[config.mk]
export PLATFORM = sky130hd
export DESIGN_NAME = spi_ch_readout_shifter
export DESIGN_NICKNAME = d
export VERILOG_FILES = /design/src/rtl/spi_ch_readout_shifter.sv
export SDC_FILE = /design/constraint.sdc
export NUM_CORES = 1
export LEC_CHECK = 0
export CAP_MARGIN = 20
export CELL_PAD_IN_SITES_DETAIL_PLACEMENT = 0
export CELL_PAD_IN_SITES_GLOBAL_PLACEMENT = 1
export CORE_MARGIN = 2
export CORE_UTILIZATION = 38
export DETAILED_ROUTE_END_ITERATION = 10
export GPL_ROUTABILITY_DRIVEN = 0
export PLACE_DENSITY_LB_ADDON = 0.05
export SLEW_MARGIN = 20
export SYNTH_ARGS = -nofsm -noshare
export SYNTH_HDL_FRONTEND = slang
export SYNTH_SLANG_ARGS = --single-unit
[constraint.sdc]
create_clock -name clk -period 8 [get_ports clk]
set_input_delay 2 -clock clk [delete_from_list [all_inputs] [get_ports clk]]
set_output_delay 2 -clock clk [all_outputs]
set_load 0.03 [all_outputs]
[src/rtl/spi_ch_readout_shifter.sv]
// SPI slave readout stage: fetches the addressed channel register and shifts it MSB-first on miso.
// Optional odd-parity bit per byte when READOUT_PARITY_EN is defined.
module spi_ch_readout_shifter #(
  parameter int unsigned NUM_CH      = 8,
  parameter int unsigned REGS_PER_CH = 7,
  parameter int unsigned BASE_ADDR   = 11,
  parameter int unsigned DATA_W      = 8
) (
  input  logic                     clk,
  input  logic                     rst,
  input  logic                     cs,
  input  logic [6:0]               addr,
  input  logic                     addr_valid,
  input  logic [2:0]               select_reg,
  input  logic [NUM_CH*DATA_W-1:0] ch_rdata,
  output logic [6:0]               rd_addr,
  output logic                     miso,
  output logic                     byte_done,
  output logic                     rd_err
);

  localparam int unsigned ADDR_W    = 7;
  localparam int unsigned SEL_W     = 3;
  localparam int unsigned LAST_ADDR = BASE_ADDR + NUM_CH * REGS_PER_CH - 1;
  localparam int unsigned ADDR_MAX  = (1 << ADDR_W) - 1;
  localparam int unsigned CH_W      = (NUM_CH > 1) ? $clog2(NUM_CH) : 1;
  localparam int unsigned REG_W     = (REGS_PER_CH > 1) ? $clog2(REGS_PER_CH) : 1;
`ifdef READOUT_PARITY_EN
  localparam int unsigned PAR_W     = 1;
`else
  localparam int unsigned PAR_W     = 0;
`endif
  localparam int unsigned SR_W      = DATA_W + PAR_W;
  localparam int unsigned CNT_W     = $clog2(SR_W);
  localparam int unsigned LAST_BIT  = SR_W - 1;
  localparam int unsigned MID_BIT   = 3;

  typedef enum logic [1:0] {
    ST_IDLE  = 2'd0,
    ST_LOAD  = 2'd1,
    ST_SHIFT = 2'd2
  } state_t;

  state_t              state_q, state_d;
  logic [ADDR_W-1:0]   rd_addr_q, rd_addr_d;
  logic [SR_W-1:0]     sr_q, sr_d;
  logic [CNT_W-1:0]    bit_cnt_q, bit_cnt_d;
  logic [CH_W-1:0]     ch_idx_q, ch_idx_d;
  logic [REG_W-1:0]    reg_idx_q, reg_idx_d;
  logic                miso_q, miso_d;
  logic                byte_done_q, byte_done_d;
  logic                rd_err_q, rd_err_d;

  logic [CH_W-1:0]     ch_calc, ch_nx, fetch_ch;
  logic [REG_W-1:0]    reg_calc, reg_nx;
  logic [ADDR_W-1:0]   addr_nx;
  logic                in_range, fetch_ok;
  logic [DATA_W-1:0]   fetch_data;
  logic [SR_W-1:0]     fetch_frame;

  // Initial channel/register index by range compare against each channel's base address
  always_comb begin
    ch_calc  = '0;
    reg_calc = '0;
    for (int unsigned k = 0; k < NUM_CH; k++) begin
      if (32'(rd_addr_q) >= BASE_ADDR + k * REGS_PER_CH) begin
        ch_calc  = CH_W'(k);
        reg_calc = REG_W'(32'(rd_addr_q) - BASE_ADDR - k * REGS_PER_CH);
      end
    end
  end

  assign in_range   = (rd_addr_q >= ADDR_W'(BASE_ADDR)) && (rd_addr_q <= ADDR_W'(LAST_ADDR));
  assign fetch_ch   = (state_q == ST_LOAD) ? ch_calc : ch_idx_q;
  assign fetch_ok   = in_range && (select_reg != {SEL_W{1'b1}});
  assign fetch_data = fetch_ok ? ch_rdata[32'(fetch_ch) * DATA_W +: DATA_W] : '0;

`ifdef READOUT_PARITY_EN
  assign fetch_frame = {fetch_data, ~^fetch_data};
`else
  assign fetch_frame = fetch_data;
`endif

  // Mid-byte address advance; out-of-range addresses climb and saturate, ch/reg tracking resumes at BASE_ADDR
  always_comb begin
    addr_nx = rd_addr_q;
    ch_nx   = '0;
    reg_nx  = '0;
    if (rd_addr_q == ADDR_W'(LAST_ADDR)) begin
      addr_nx = ADDR_W'(BASE_ADDR);
    end else if (in_range) begin
      addr_nx = rd_addr_q + ADDR_W'(1);
      if (reg_idx_q == REG_W'(REGS_PER_CH - 1)) begin
        ch_nx = ch_idx_q + CH_W'(1);
      end else begin
        ch_nx  = ch_idx_q;
        reg_nx = reg_idx_q + REG_W'(1);
      end
    end else if (rd_addr_q != ADDR_W'(ADDR_MAX)) begin
      addr_nx = rd_addr_q + ADDR_W'(1);
    end
  end

  always_comb begin
    state_d   = state_q;
    rd_addr_d = rd_addr_q;
    sr_d      = sr_q;
    bit_cnt_d = bit_cnt_q;
    ch_idx_d  = ch_idx_q;
    reg_idx_d = reg_idx_q;
    rd_err_d  = rd_err_q;

    if (!cs) begin
      state_d  = ST_IDLE;
      rd_err_d = 1'b0;
    end else begin
      case (state_q)
        ST_IDLE: begin
          if (addr_valid) begin
            rd_addr_d = addr;
            state_d   = ST_LOAD;
          end
        end
        ST_LOAD: begin
          sr_d      = fetch_frame;
          bit_cnt_d = '0;
          ch_idx_d  = ch_calc;
          reg_idx_d = reg_calc;
          rd_err_d  = rd_err_q | ~fetch_ok;
          state_d   = ST_SHIFT;
        end
        ST_SHIFT: begin
          if (bit_cnt_q == CNT_W'(LAST_BIT)) begin
            sr_d      = fetch_frame;
            bit_cnt_d = '0;
            rd_err_d  = rd_err_q | ~fetch_ok;
          end else begin
            sr_d      = {sr_q[SR_W-2:0], 1'b0};
            bit_cnt_d = bit_cnt_q + CNT_W'(1);
          end
          if (bit_cnt_q == CNT_W'(MID_BIT)) begin
            rd_addr_d = addr_nx;
            ch_idx_d  = ch_nx;
            reg_idx_d = reg_nx;
          end
        end
        default: state_d = ST_IDLE;
      endcase
    end

    miso_d      = (state_d == ST_SHIFT) && sr_d[SR_W-1];
    byte_done_d = (state_d == ST_SHIFT) && (bit_cnt_d == CNT_W'(LAST_BIT));
  end

  always_ff @(posedge clk or posedge rst) begin
    if (rst) begin
      state_q     <= ST_IDLE;
      rd_addr_q   <= '0;
      sr_q        <= '0;
      bit_cnt_q   <= '0;
      ch_idx_q    <= '0;
      reg_idx_q   <= '0;
      miso_q      <= 1'b0;
      byte_done_q <= 1'b0;
      rd_err_q    <= 1'b0;
    end else begin
      state_q     <= state_d;
      rd_addr_q   <= rd_addr_d;
      sr_q        <= sr_d;
      bit_cnt_q   <= bit_cnt_d;
      ch_idx_q    <= ch_idx_d;
      reg_idx_q   <= reg_idx_d;
      miso_q      <= miso_d;
      byte_done_q <= byte_done_d;
      rd_err_q    <= rd_err_d;
    end
  end

  assign rd_addr   = rd_addr_q;
  assign miso      = miso_q;
  assign byte_done = byte_done_q;
  assign rd_err    = rd_err_q;

endmodule
==> flow_summary.json <==
{
  "status": "finished, final reports clean",
  "yosys.cell_types.count": 57,
  "ios": 88,
  "wl_per_cell_um": 16.00,
  "dp.cells": 501,
  "yosys.area.top_type": "dfrtp_1",
  "finClkSkew_ns": 0.006211,
  "antenna_found_initial": 0,
  "cts_hold_buffers": 0,
  "hp-class": "reg -> reg",
  "synth_area_per_cell_um2": 8.605,
  "cp.required_ns": 6.00,
  "crit_fanout": 23,
  "n_antenna_cell": 0,
  "ys.flop_type": "dfrtp_1",
  "drc_errors": 0,
  "cap_violations": 0,
  "nets": 497,
  "drive_above_1_share_pct": 6.650,
  "max_stage_delay_ns": 0.91,
  "crit_arrival_ns": 2.00,
  "synthCells": 335,
  "power.density_nw_per_um2": 341.0,
  "die_h_um": 91.10,
  "post_cts_buffers": 0,
  "leakage_nw": 1.539,
  "ir_worst_vdd_mv": 0.1250,
  "fp.dieW_um": 91.10,
  "rsz0062_at_grt": "no",
  "synth-seq-cells": 28,
  "slew_viol_final": 0,
  "insertion_delay_ns": 0.28,
  "cts_repair_resize_count": 0,
  "drt_iter0_markers": 104,
  "worst_pin_slew_ns": 0.8486,
  "cp_slowest_cell": "dfrtp_1",
  "htreeDepth": 1,
  "crit_type": "reg -> out",
  "synth_area_leaders": "dfrtp_1 24%, mux2i_1 14%, ha_1 5.2%",
  "clkSlewWorstSetupHoldPaths_ns": 0.10,
  "via_per_inst": 5.535,
  "grt_pass1_wl_um": 13480,
  "fin_crit_ns": 4.003,
  "syn_to_final_growth_pct": 32.34,
  "drtPass1Iterations": 4,
  "dp_hpwl_um": 6410,
  "cts_buffers": 3,
  "fin_crit_sh_pct": 50.04,
  "path_buf_inv": 1,
  "hold_viol": 0,
  "clockBufferDepth": 2,
  "dieArea_um2": 8299,
  "numClockSinks": 28,
  "path_cells": "clkdlybuf4s50_1",
  "vias": 2795,
  "antenna_left": 0,
  "grt.overflow.total": 0,
  "fin_cells": 505,
  "core_um2": 7292,
  "rows": 31,
  "grt_util_all_layers_pct": 19.49,
  "worstSetupStartpointType": "flip-flop",
  "setup_violations": 0,
  "root_buffer": "clkbuf_8",
  "grt_pass1_vias": 2821,
  "syn_area_um2": 2883,
  "wl_um": 8079,
  "cp_top_family": "flip-flops",
  "grt_max_degree": 29,
  "critPathCaptureType": "output pin",
  "setup_tns_ns": 0,
  "yosysWarnings": 0,
  "max_freq_mhz": 249.8,
  "slew_headroom_pct": 43.43,
  "seq_area_frac_synth_pct": 24.31,
  "cts_tree": "done",
  "async_flop_share_pct": 100.0,
  "synth_top_area_share_pct": 24.31,
  "start_util_pct": 39.53,
  "port-buffer-count": 87,
  "synth_edf_count": 0,
  "syn-num-nets": 425
}
==> state kept, by name, summed over array words and instances, names as in the netlist <==
name       flops
miso           1
state_q        2
ch_idx_q       3
rd_err         1
byte_done      1
rd_addr        7
reg_idx_q      3
sr_q           7
bit_cnt_q      3
==> Yosys cell counts, types with 3 or more instances <==
cell type	number
and2_1	3
nand2_1	23
buf_2	8
or3_1	4
mux2i_1	39
o21ai_0	25
clkbuf_1	6
a22oi_1	8
nand3_1	15
a21oi_1	24
dfrtp_1	28
a22o_1	5
nor3_1	6
nor2_1	29
mux2_2	7
o21a_1	6
inv_1	12
a31oi_1	5
o21ai_1	3
o211ai_1	3
buf_6	7
ha_1	12
o22ai_1	5
xor2_1	3
==> power breakdown <==
group,internal (mW),switching (mW),total (mW)
logic,0.403,0.465,0.868
registers,0.189,0.128,0.317
clock network,0.0671,0.0487,0.116
total,0.659,0.642,1.30
==> final cells by class <==
| cell class | count | area (µm²) |
|---|---|---|
| Timing Repair Buffer | 89 | 885.9 |
| Sequential cell | 28 | 700.7 |
| Multi-Input combinational cell | 273 | 1988 |
| Clock buffer | 3 | 41.29 |
| Inverter | 12 | 45.04 |
| Tap cell | 99 | 123.9 |
| Fill cell | 742 | 3477 |
| Clock inverter | 1 | 30.03 |
==> cell usage in the layout (no fill, tap or decap), drive strengths merged, types with 3 or more instances in the layout <==
master / Yosys / final
a211oi: 3 / 3
a21oi: 25 / 25
a22o: 5 / 5
a22oi: 8 / 8
a31oi: 6 / 6
and2: 3 / 3
clkbuf: 6 / 3
clkdlybuf4s50: 0 / 87
dfrtp: 28 / 28
ha: 12 / 12
inv: 12 / 12
mux2: 8 / 8
mux2i: 39 / 39
nand2: 23 / 23
nand3: 15 / 15
nor2: 29 / 29
nor3: 8 / 8
o211ai: 3 / 3
o21a: 6 / 6
o21ai: 28 / 28
o22ai: 6 / 6
or3: 5 / 5
xor2: 3 / 3
==> per-stage QoR <==
step	hold slack [ns]	area (µm²)	worst slack (ns)	utilization (%)	power (mW)
4_1_cts	0.5092	3815	3.992	52.32	1.311
3_5_place_dp	0.4830	3744	3.863	51.34	1.189
5_1_grt	0.5562	3815	3.880	52.32	1.421
6_report	0.5006	3815	3.997	52.32	1.301
2_1_floorplan	0.4733	2883	4.947	-	1.003
3_3_place_gp	0.4810	3744	3.951	51.34	1.192
==> cells by family after synthesis <==
family	synth area share [%]
AO/OA/AOI/OAI	27.04
buffers and inverters	6.728
XOR/XNOR	1.215
adder cells (fa/ha/maj)	5.208
AND/OR/NAND/NOR	16.88
multiplexers	18.62
flip-flops	24.31
==> metal layers <==
layer,global-route usage [%],wire [µm],vias up
li1,-,-,1406
met1,24.57,3537,1331
met2,36.42,4291,56
met3,2.407,242,2
met4,2.273,7,0
met5,0,0,-
==> worst paths after layout <==
kind	start	to	cells after the start	slack, ns
setup / recovery	rd_addr[6]$_DFFE_PP0P_	rd_addr[6]	1	4.00
hold / removal	rd_err$_DFFE_PP0P_	rd_err$_DFFE_PP0P_	1	0.50
setup reg to reg	rd_addr[1]$_DFFE_PP0P_	sr_q[6]$_DFFE_PP0P_	10	4.52
hold reg to reg	rd_err$_DFFE_PP0P_	rd_err$_DFFE_PP0P_	1	0.50
max in group asynchronous	rst	sr_q[6]$_DFFE_PP0P_	3	5.65
min in group asynchronous	rst	state_q[1]$_DFF_PP0_	3	2.07
No activity file was read; power rests on OpenSTA's default activity.
